File: src/rtl/bin2seg_if.sv
// bin2seg_if: load/result bundle between a binary-value source, the
// bin2seg_converter and the display scan controller that consumes seg_0/seg_1.
interface bin2seg_if;
    logic       load;
    logic [6:0] bin_in;
    logic [6:0] seg_0;
    logic [6:0] seg_1;
    logic       busy;
    logic       done;
    logic       ovf;

    // Value source / test driver side
    modport master (
        output load,
        output bin_in,
        input  seg_0,
        input  seg_1,
        input  busy,
        input  done,
        input  ovf
    );

    // Converter side
    modport slave (
        input  load,
        input  bin_in,
        output seg_0,
        output seg_1,
        output busy,
        output done,
        output ovf
    );
endinterface

File: src/rtl/bin2seg_converter.sv
// bin2seg_converter: sequential 7-bit binary to two-digit seven-segment encoder.
// A load in IDLE starts a 7-step shift-add-3 (double-dabble) conversion; the
// UPDATE step registers both segment patterns and pulses done for one cycle.
// Values above 99 display a dash on both digits and raise ovf.
// Optional build macro: LEADING_ZERO_BLANK_EN blanks a zero tens digit.
module bin2seg_converter (
    input  logic      clk,
    input  logic      rst_x,
    bin2seg_if.slave  bus
);

    typedef enum logic [1:0] {
        IDLE   = 2'd0,
        SHIFT  = 2'd1,
        UPDATE = 2'd2
    } state_t;

    localparam logic [6:0] SEG_BLANK = 7'b0000000;
    localparam logic [6:0] SEG_DASH  = 7'b1000000;
    localparam logic [6:0] SEG_ZERO  = 7'b0111111;

    state_t     r_state;
    state_t     w_next;

    logic [6:0] r_sh;
    logic [7:0] r_bcd;
    logic [2:0] r_cnt;
    logic       r_ovf_pend;

    logic [6:0] r_seg0;
    logic [6:0] r_seg1;
    logic       r_ovf;
    logic       r_done;
    logic       r_busy;

    logic       w_accept;
    logic       w_last;
    logic [7:0] w_bcd_adj;
    logic [6:0] w_seg0_dig;
    logic [6:0] w_seg1_dig;

    // Add 3 to a BCD nibble that would exceed 9 after the next doubling.
    function automatic logic [3:0] adj_nibble(input logic [3:0] n);
        if (n >= 4'd5)
            return n + 4'd3;
        else
            return n;
    endfunction

    // Segment pattern for one decimal digit, bit0=a .. bit6=g, 1 = lit.
    function automatic logic [6:0] enc_digit(input logic [3:0] d);
        logic [6:0] s;
        case (d)
            4'd0:    s = 7'b0111111;
            4'd1:    s = 7'b0000110;
            4'd2:    s = 7'b1011011;
            4'd3:    s = 7'b1001111;
            4'd4:    s = 7'b1100110;
            4'd5:    s = 7'b1101101;
            4'd6:    s = 7'b1111101;
            4'd7:    s = 7'b0000111;
            4'd8:    s = 7'b1111111;
            4'd9:    s = 7'b1101111;
            default: s = SEG_BLANK;
        endcase
        return s;
    endfunction

    assign w_accept  = (r_state == IDLE) && bus.load;
    assign w_last    = (r_cnt == 3'd6);
    assign w_bcd_adj = {adj_nibble(r_bcd[7:4]), adj_nibble(r_bcd[3:0])};

    assign w_seg0_dig = enc_digit(r_bcd[3:0]);
`ifdef LEADING_ZERO_BLANK_EN
    assign w_seg1_dig = (r_bcd[7:4] == 4'd0) ? SEG_BLANK : enc_digit(r_bcd[7:4]);
`else
    assign w_seg1_dig = enc_digit(r_bcd[7:4]);
`endif

    // State register; reset abandons any conversion in flight.
    always_ff @(posedge clk or negedge rst_x) begin
        if (!rst_x)
            r_state <= IDLE;
        else
            r_state <= w_next;
    end

    // Next-state logic: IDLE -> SHIFT on load, seven shifts, one UPDATE.
    always_comb begin
        w_next = r_state;
        case (r_state)
            IDLE:    if (bus.load) w_next = SHIFT;
            SHIFT:   if (w_last)   w_next = UPDATE;
            UPDATE:  w_next = IDLE;
            default: w_next = IDLE;
        endcase
    end

    // Conversion datapath: capture on accept, adjust-then-shift each SHIFT cycle.
    // The tens carry-out is dropped by the 8-bit truncation of the shift.
    always_ff @(posedge clk or negedge rst_x) begin
        if (!rst_x) begin
            r_sh       <= '0;
            r_bcd      <= '0;
            r_cnt      <= '0;
            r_ovf_pend <= 1'b0;
        end else if (w_accept) begin
            r_sh       <= bus.bin_in;
            r_bcd      <= '0;
            r_cnt      <= '0;
            r_ovf_pend <= (bus.bin_in > 7'd99);
        end else if (r_state == SHIFT) begin
            r_bcd <= (w_bcd_adj << 1) | {7'b0, r_sh[6]};
            r_sh  <= r_sh << 1;
            r_cnt <= r_cnt + 3'd1;
        end
    end

    // Result registers: only UPDATE touches them, so the scanner never sees partials.
    always_ff @(posedge clk or negedge rst_x) begin
        if (!rst_x) begin
            r_seg0 <= SEG_BLANK;
            r_seg1 <= SEG_BLANK;
            r_ovf  <= 1'b0;
            r_done <= 1'b0;
        end else begin
            r_done <= (r_state == UPDATE);
            if (r_state == UPDATE) begin
                if (r_ovf_pend) begin
                    r_seg0 <= SEG_DASH;
                    r_seg1 <= SEG_DASH;
                    r_ovf  <= 1'b1;
                end else begin
                    r_seg0 <= w_seg0_dig;
                    r_seg1 <= w_seg1_dig;
                    r_ovf  <= 1'b0;
                end
            end
        end
    end

    // Registered busy flag mirrors "next state is not IDLE".
    always_ff @(posedge clk or negedge rst_x) begin
        if (!rst_x)
            r_busy <= 1'b0;
        else
            r_busy <= (w_next != IDLE);
    end

    assign bus.seg_0 = r_seg0;
    assign bus.seg_1 = r_seg1;
    assign bus.ovf   = r_ovf;
    assign bus.done  = r_done;
    assign bus.busy  = r_busy;

endmodule

File: src/flat_wrapper.sv
// flat-port wrapper written by rule: the top's interface ports become plain ports
module bin2seg_converter_flat 
  (clk, rst_x, bus_load, bus_bin_in, bus_seg_0, bus_seg_1, bus_busy, bus_done, bus_ovf);
  bin2seg_if bus_i ();
  input  logic clk;
  input  logic rst_x;
  input wire logic [$bits(bus_i.load)-1:0] bus_load;
  input wire logic [$bits(bus_i.bin_in)-1:0] bus_bin_in;
  output wire logic [$bits(bus_i.seg_0)-1:0] bus_seg_0;
  output wire logic [$bits(bus_i.seg_1)-1:0] bus_seg_1;
  output wire logic [$bits(bus_i.busy)-1:0] bus_busy;
  output wire logic [$bits(bus_i.done)-1:0] bus_done;
  output wire logic [$bits(bus_i.ovf)-1:0] bus_ovf;
  assign bus_i.load = bus_load;
  assign bus_i.bin_in = bus_bin_in;
  assign bus_seg_0 = bus_i.seg_0;
  assign bus_seg_1 = bus_i.seg_1;
  assign bus_busy = bus_i.busy;
  assign bus_done = bus_i.done;
  assign bus_ovf = bus_i.ovf;
  bin2seg_converter u_core (.clk(clk), .rst_x(rst_x), .bus(bus_i));
endmodule
File: config.mk
export PLATFORM = sky130hd
export DESIGN_NAME = bin2seg_converter_flat
export DESIGN_NICKNAME = d
export VERILOG_FILES = /design/src/rtl/bin2seg_if.sv /design/src/rtl/bin2seg_converter.sv /design/src/flat_wrapper.sv
export SDC_FILE = /design/constraint.sdc
export NUM_CORES = 1
export LEC_CHECK = 0
export ABC_AREA = 0
export CAP_MARGIN = 10
export CORE_ASPECT_RATIO = 1.2
export CORE_MARGIN = 8
export CORE_UTILIZATION = 58
export CTS_BUF_LIST = sky130_fd_sc_hd__clkbuf_16
export DETAILED_ROUTE_END_ITERATION = 6
export PLACE_DENSITY = 0.95
export SLEW_MARGIN = 0
export SYNTH_ARGS = -nofsm -noshare
export SYNTH_HDL_FRONTEND = slang
export SYNTH_SLANG_ARGS = --single-unit
export TNS_END_PERCENT = 5
File: constraint.sdc
create_clock -name clk -period 4.6 [get_ports clk]
set_input_delay 0.92 -clock clk [delete_from_list [all_inputs] [get_ports clk]]
set_output_delay 0.92 -clock clk [all_outputs]
set_load 0.005 [all_outputs]
* Yosys cells after proc, flatten, opt, wreduce, memory -nomap -nowiden
Memory sizes are Yosys's and may differ from the RTL's. Index checks and enable logic that the tools add are counted. W data, S select, Z words.
Storage, ports and cells: word-level logic and storage cells 40, bits of input ports 10, memories kept 2, RAM bits 0, bits in latches 0, ROM bits 224, register bits 38, output and inout bits 17
Cells by class: multipliers 0, mux-type cells 14, $add $sub $neg 3, order comparisons 3, equality and inequality tests 3, bitwise logic cells 1, reductions and logical operators 4, div/mod/pow operators 0, shift operators 0
Memories:
- (name not given) | depth 16, bits a word 7, read ports 1, clocked after Yosys merged registers in 0, wr ports 0, RTL line bin2seg_converter.sv:53 | case (d)
- (name not given) | depth 16, bits a word 7, read ports 1, clocked after Yosys merged registers in 0, wr ports 0, RTL line bin2seg_converter.sv:53
Operators with widths (count):
- $mux W7 | 4
- $mux W8 | 2
- $mux W3 | 3
- $ge A4 B3 Y1 const B | 2
- $or A8 B1 Y8 | 1
- $gt A7 B7 Y1 const B | 1
- $add A4 B2 Y4 const B | 1
- $mux W2 | 2
- $mux W4 | 1
- $pmux W2 S2 | 1
- $reduce_bool A2 Y1 | 2
- $add A3 B1 Y3 const B | 1
- $add A3 B2 Y3 const B | 1
- $eq A3 B3 Y1 const B | 1
- $eq A2 B1 Y1 const B | 1
- $eq A2 B2 Y1 const B | 1
- $logic_not A2 Y1 | 1
- $logic_and A1 B1 Y1 | 1
- $mux W1 | 1

* Logic depth before layout (Yosys ltp)
depth after elaboration 5, gate-level depth with buffers 5, gate-level depth less buffers 5

* Worst setup path after synthesis
OpenSTA, ideal clock, no wires.
path type input port to flip-flop, start point input port bus_load, end point register u_core.r_ovf_pend, cell stages on the path 3, arrival time 1.477 ns, path buffers 0, path slack 2.989 ns, data required time 4.466 ns, cell sequence or3b_2 nand2_1 o21ai_0
Between the ends: word-level cells in the longest chain between the ends 1
Ends and longest elaborated chain:
- start: declaration | RTL line flat_wrapper.sv:7 | input wire logic [$bits(bus_i.load)-1:0] bus_load;
- $logic_and A1 B1 Y1 | RTL line bin2seg_converter.sv:69 | assign w_accept = (r_state == IDLE) && bus.load;
- end signal: assignment | RTL line bin2seg_converter.sv:111 | r_ovf_pend <= (bus.bin_in > 7'd99);
- end: declaration | RTL line bin2seg_converter.sv:28 | logic r_ovf_pend;
Every way passes these cells. A chain may end at the register's enable or synchronous reset.

* Worst setup path after layout
start point input port bus_load, end point register u_core.r_bcd[0]
Between the ends: word-level cells in the longest chain between the ends 2, elaborated cells between the ends (all ways) 3, those cells by class mux: 1; reduce/logical: 2
Ends and longest elaborated chain:
- $logic_and A1 B1 Y1 (*) | RTL line bin2seg_converter.sv:69
- $mux W8 / $reduce_bool A2 Y1 (equally long branches)
- end signal: assignment | RTL line bin2seg_converter.sv:113 | r_bcd <= (w_bcd_adj << 1) | {7'b0, r_sh[6]};
- end: declaration | RTL line bin2seg_converter.sv:26 | logic [7:0] r_bcd;
Every way passes the cells marked *; elsewhere a longest branch is shown, timed or not.

==> report_table.html <==
<table>
<tr><th>Metric</th><th>Value</th></tr>
<tr><th colspan="2">Status</th></tr>
<tr><td>Run status</td><td>complete, no violations</td></tr>
<tr><th colspan="2">Critical path</th></tr>
<tr><td>Setup slack of the most critical reg-to-reg path</td><td>2.89 ns</td></tr>
<tr><td>Crit start category</td><td>input port</td></tr>
<tr><td>Ordered list of cells on the worst path</td><td>clkdlybuf4s50_1, o21bai_2, inv_1, o21ai_0</td></tr>
<tr><td>Reg2Reg Capture Point</td><td>u_core.bus.seg_0[6]$_DFFE_PN0P_</td></tr>
<tr><td>Source of the critical timing path</td><td>bus_load</td></tr>
<tr><td>CP Max Fanout</td><td>18</td></tr>
<tr><td>Register-to-Register Path Depth</td><td>4</td></tr>
<tr><td>Type of the worst setup path</td><td>input port to register</td></tr>
<tr><td>Critical path arrival</td><td>2.28 ns</td></tr>
<tr><td>Worst path required time</td><td>4.80 ns</td></tr>
<tr><td>Critical path capture point type</td><td>register</td></tr>
<tr><td>Slowest library cell on the worst path</td><td>sky130_fd_sc_hd__o21bai_2</td></tr>
<tr><td>Critical path endpoint</td><td>u_core.r_bcd[0]$_DFFE_PN0P_</td></tr>
<tr><td>Highest cell delay on the worst timing path</td><td>a little under 0.6 ns</td></tr>
<tr><td>Beginning of the worst register-to-register path</td><td>u_core.r_state[0]$_DFF_PN0_</td></tr>
<tr><th colspan="2">Synth</th></tr>
<tr><td>Syn Nets</td><td>between 200 and 250</td></tr>
<tr><td>Count of different cell masters after synthesis</td><td>38</td></tr>
<tr><td>Post-synthesis sequential element count</td><td>38</td></tr>
<tr><td>Most instantiated flip-flop cell in the synthesis netlist</td><td>sky130_fd_sc_hd__dfrtp_1</td></tr>
<tr><td>Yosys warning count</td><td>0</td></tr>
<tr><td>Number of flops mapped to enable cells by yosys</td><td>0</td></tr>
<tr><td>Mean instance size in the synthesized netlist</td><td>9.76 sq um</td></tr>
<tr><td>Dominant cell type by area after synthesis</td><td>sky130_fd_sc_hd__dfrtp_1</td></tr>
<tr><td>Cell types occupying the most area after synthesis</td><td>sky130_fd_sc_hd__dfrtp_1 (48%), sky130_fd_sc_hd__ha_1 (8.1%), sky130_fd_sc_hd__nand2_1 (6.4%), sky130_fd_sc_hd__o21ai_0 (5.8%), sky130_fd_sc_hd__nand2b_1 (3.4%)</td></tr>
<tr><td>FFs w/ async S/R, synth</td><td>100%</td></tr>
<tr><td>Combined area of all synthesized cells</td><td>between 2000 and 2500 sq um</td></tr>
<tr><td>Sequential share of the synthesized area</td><td>a little under half</td></tr>
<tr><td>Yosys top cell area share</td><td>between 40% and 50%</td></tr>
<tr><td>Post-Synthesis Cells</td><td>205</td></tr>
<tr><th colspan="2">Clocking</th></tr>
<tr><td>Clock insertion delay at the later pin of the skew report</td><td>0.27 ns</td></tr>
<tr><td>Post-CTS Resized</td><td>0</td></tr>
<tr><td>CTS H-tree lvls</td><td>2</td></tr>
<tr><td>Max Root-Sink Buffers</td><td>2</td></tr>
<tr><td>Number of buffers inserted by post-CTS setup repair</td><td>0</td></tr>
<tr><td>Clock root buffer</td><td>sky130_fd_sc_hd__clkbuf_16</td></tr>
<tr><td>TritonCTS clock tree</td><td>built</td></tr>
<tr><td>CTS hold repair buffers</td><td>0</td></tr>
<tr><td>Clock-pin slew reported for the worst setup and hold paths after clock tree synthesis</td><td>0.06 ns</td></tr>
<tr><td>Clock net sink count</td><td>38</td></tr>
<tr><td>Number of CTS-inserted buffers</td><td>5</td></tr>
<tr><th colspan="2">Global route</th></tr>
<tr><td>Combined global-route utilization of all metal layers</td><td>15.5%</td></tr>
<tr><td>Initial antenna violation count</td><td>0</td></tr>
<tr><td>Largest net degree at the start of global routing</td><td>39</td></tr>
<tr><td>Remaining global-route overflow</td><td>0</td></tr>
<tr><td>Number of global-route vias before repair</td><td>roughly 1600</td></tr>
<tr><td>Global-route wire length before repair</td><td>approximately 7200 microns</td></tr>
<tr><th colspan="2">STA</th></tr>
<tr><td>Setup clock skew after layout</td><td>0.00399 ns</td></tr>
<tr><td>Setup repair after global routing missed its margin</td><td>no</td></tr>
<tr><td>Endpoints failing hold</td><td>0</td></tr>
<tr><td>Final-report max-slew violation count</td><td>0</td></tr>
<tr><td>Achievable clock frequency</td><td>just under 500 MHz</td></tr>
<tr><td>Measured slew at the worst slew-check pin</td><td>0.823 ns</td></tr>
<tr><td>Share of the clock period used by the worst path after layout</td><td>45.2%</td></tr>
<tr><td>Final Setup Violations</td><td>0</td></tr>
<tr><td>Final hold slack</td><td>0.470 ns</td></tr>
<tr><td>Final sum of negative setup slack</td><td>0 ns</td></tr>
<tr><td>Minimum clock period after layout</td><td>2.08 ns</td></tr>
<tr><td>Max_slew headroom</td><td>45.1%</td></tr>
<tr><th colspan="2">Routing</th></tr>
<tr><td>Avg WL per Cell</td><td>15.4 microns</td></tr>
<tr><td>Detailed Route WL</td><td>4080 microns</td></tr>
<tr><td>Routed via count</td><td>approximately 1600</td></tr>
<tr><td>Count of unresolved DRC violations after routing</td><td>0</td></tr>
<tr><td>Vias/cell</td><td>roughly 5.9</td></tr>
<tr><td>Pre-Repair DR Iteration Count</td><td>4</td></tr>
<tr><td>Iteration-0 DRC count of the detailed router</td><td>121</td></tr>
<tr><td>Routed Antenna Nets</td><td>0</td></tr>
<tr><th colspan="2">Power</th></tr>
<tr><td>Peak VDD IR</td><td>469 uV</td></tr>
<tr><td>Power Internal</td><td>1020 uW</td></tr>
<tr><td>Share of total power in the clock network</td><td>19.7%</td></tr>
<tr><td>Power dissipated by switching net loads</td><td>609 uW</td></tr>
<tr><td>Overall power</td><td>~1600 uW</td></tr>
<tr><td>Switching power share of the total</td><td>37.4%</td></tr>
<tr><td>Power share of the sequential group</td><td>approximately 39%</td></tr>
<tr><td>Static leakage</td><td>0.00106 uW</td></tr>
<tr><td>Areal power density over the cells</td><td>684 nW/um^2</td></tr>
<tr><td>Logic pwr share</td><td>40.9%</td></tr>
<tr><th colspan="2">Floorplan</th></tr>
<tr><td>Die width</td><td>69.6 microns</td></tr>
<tr><td>Initial Utilization</td><td>60.5%</td></tr>
<tr><td>Core Footprint</td><td>~3300 sq um</td></tr>
<tr><td>Die Area</td><td>between 5000 and 6000 sq um</td></tr>
<tr><td># rows</td><td>23</td></tr>
<tr><td>Y dimension of the die</td><td>80.3 microns</td></tr>
<tr><td>Count of pins on the block boundary</td><td>27</td></tr>
<tr><th colspan="2">Place</th></tr>
<tr><td>HPWL after DPL</td><td>2850 microns</td></tr>
<tr><td>Buffers added on ports</td><td>26</td></tr>
<tr><td>Routability Congestion</td><td>0.833</td></tr>
<tr><th colspan="2">Cells and area</th></tr>
<tr><td>Finished Core Util</td><td>71.9%</td></tr>
<tr><td>Area growth syn-to-layout</td><td>18.9%</td></tr>
<tr><td>Fraction of final layout cells sized beyond drive strength 1</td><td>6.14%</td></tr>
<tr><td>NumNets Final</td><td>250</td></tr>
<tr><td>Antenna fix cells</td><td>0</td></tr>
<tr><th colspan="2">Hold path</th></tr>
<tr><td>Min-delay worst type</td><td>register to register</td></tr>
<tr><td>Number of stages on the worst hold path</td><td>2</td></tr>
<tr><th colspan="2">Run</th></tr>
<tr><td>Count of max-cap constraint violations</td><td>0</td></tr>
</table>
-- worst max-delay path, delay by kind of cell --
family	cells	cell delay [ns]
AO/OA/AOI/OAI	2	0.75
buffers and inverters	2	0.61
-- power groups by stage --
stage | logic (uW) | registers, uW | clock network [uW]
finish | 665 | 641 | 321
global route | 747 | 666 | 341
CTS | 674 | 639 | 325
detailed placement | 662 | 645 | 0
global placement | 631 | 633 | 0
floorplan | 492 | 574 | 0
-- synthesized netlist by cell type, types with 2 or more instances --
cell type / n
sky130_fd_sc_hd__nor2b_1: 3
sky130_fd_sc_hd__buf_4: 2
sky130_fd_sc_hd__nand4_1: 2
sky130_fd_sc_hd__a32oi_1: 3
sky130_fd_sc_hd__a32o_1: 2
sky130_fd_sc_hd__a22o_1: 5
sky130_fd_sc_hd__or2_2: 2
sky130_fd_sc_hd__nand3_1: 2
sky130_fd_sc_hd__buf_2: 3
sky130_fd_sc_hd__a22oi_1: 6
sky130_fd_sc_hd__o21ai_0: 23
sky130_fd_sc_hd__o311ai_0: 2
sky130_fd_sc_hd__o22ai_1: 2
sky130_fd_sc_hd__a21oi_1: 7
sky130_fd_sc_hd__clkbuf_1: 4
sky130_fd_sc_hd__ha_1: 13
sky130_fd_sc_hd__nor2_1: 6
sky130_fd_sc_hd__nand2b_1: 11
sky130_fd_sc_hd__nand2_1: 34
sky130_fd_sc_hd__inv_1: 12
sky130_fd_sc_hd__a31oi_1: 4
sky130_fd_sc_hd__dfrtp_1: 38
sky130_fd_sc_hd__a2111o_1: 4
-- worst min-delay path by stage --
stage                                     startpoint                    endpoint  slack (ns)
after global placement    u_core.bus.ovf$_DFFE_PN0P_  u_core.bus.ovf$_DFFE_PN0P_        0.46
after global routing      u_core.bus.ovf$_DFFE_PN0P_  u_core.bus.ovf$_DFFE_PN0P_        0.50
after floorplan           u_core.r_sh[6]$_DFFE_PN0P_  u_core.r_sh[6]$_DFFE_PN0P_        0.45
after CTS                 u_core.bus.ovf$_DFFE_PN0P_  u_core.bus.ovf$_DFFE_PN0P_        0.48
after detailed placement  u_core.bus.ovf$_DFFE_PN0P_  u_core.bus.ovf$_DFFE_PN0P_        0.46
final                     u_core.bus.ovf$_DFFE_PN0P_  u_core.bus.ovf$_DFFE_PN0P_        0.47
-- layout by cell type, fill, tap and decap left out, types with 2 or more instances in the layout --
master	count
sky130_fd_sc_hd__a2111o_1	4
sky130_fd_sc_hd__a21oi_1	7
sky130_fd_sc_hd__a22o_1	5
sky130_fd_sc_hd__a22oi_1	6
sky130_fd_sc_hd__a31oi_1	4
sky130_fd_sc_hd__a32o_1	2
sky130_fd_sc_hd__a32oi_1	3
sky130_fd_sc_hd__clkbuf_16	5
sky130_fd_sc_hd__clkdlybuf4s50_1	25
sky130_fd_sc_hd__dfrtp_1	38
sky130_fd_sc_hd__ha_1	13
sky130_fd_sc_hd__inv_1	13
sky130_fd_sc_hd__nand2_1	34
sky130_fd_sc_hd__nand2b_1	11
sky130_fd_sc_hd__nand3_1	2
sky130_fd_sc_hd__nand4_1	2
sky130_fd_sc_hd__nor2_1	6
sky130_fd_sc_hd__nor2b_1	3
sky130_fd_sc_hd__o21ai_0	23
sky130_fd_sc_hd__o22ai_1	2
sky130_fd_sc_hd__o311ai_0	2
sky130_fd_sc_hd__or2_2	2
-- metal layers --
layer,share of wire (%),global-route usage [%]
met1,42,16.5
met5,0,0
met4,0.47,7.44
met2,52,27.9
met3,4.9,4.19
-- sequential cells by signal, indices dropped and copies added (netlist names) --
| signal | count |
|---|---|
| u_core.bus.busy | 1 |
| u_core.bus.done | 1 |
| u_core.bus.ovf | 1 |
| u_core.bus.seg_0 | 7 |
| u_core.bus.seg_1 | 7 |
| u_core.r_bcd | 8 |
| u_core.r_cnt | 3 |
| u_core.r_ovf_pend | 1 |
| u_core.r_sh | 7 |
| u_core.r_state | 2 |
-- area by class of cell --
cell class,instances,area [sq um]
Sequential cell,38,951
Multi-Input combinational cell,144,943
Fill cell,248,931
Timing Repair Buffer,26,255
Clock buffer,5,125
Tap cell,37,46.3
Inverter,12,45.0
Clock inverter,3,12.5
-- kinds of logic (layout without fill, tap and decap cells) --
logic type	Yosys count	after routing	share of synthesized area (%)
AO/OA/AOI/OAI	64	64	22.1
AND/OR/NAND/NOR	66	66	16.4
multiplexers	1	1	0.563
flip-flops	38	38	47.5
buffers and inverters	23	46	5.31
adder cells (fa/ha/maj)	13	13	8.13
-- per-stage QoR --
stage          worst slack, ns  cell area (sq um)  std cells
2_1_floorplan             2.99               2000        205
3_3_place_gp              2.29               2240        257
3_5_place_dp              2.23               2240        257
4_1_cts                   2.51               2380        265
5_1_grt                   2.42               2380        265
6_report                  2.52               2380        265
(Power assumes the default switching activity.)
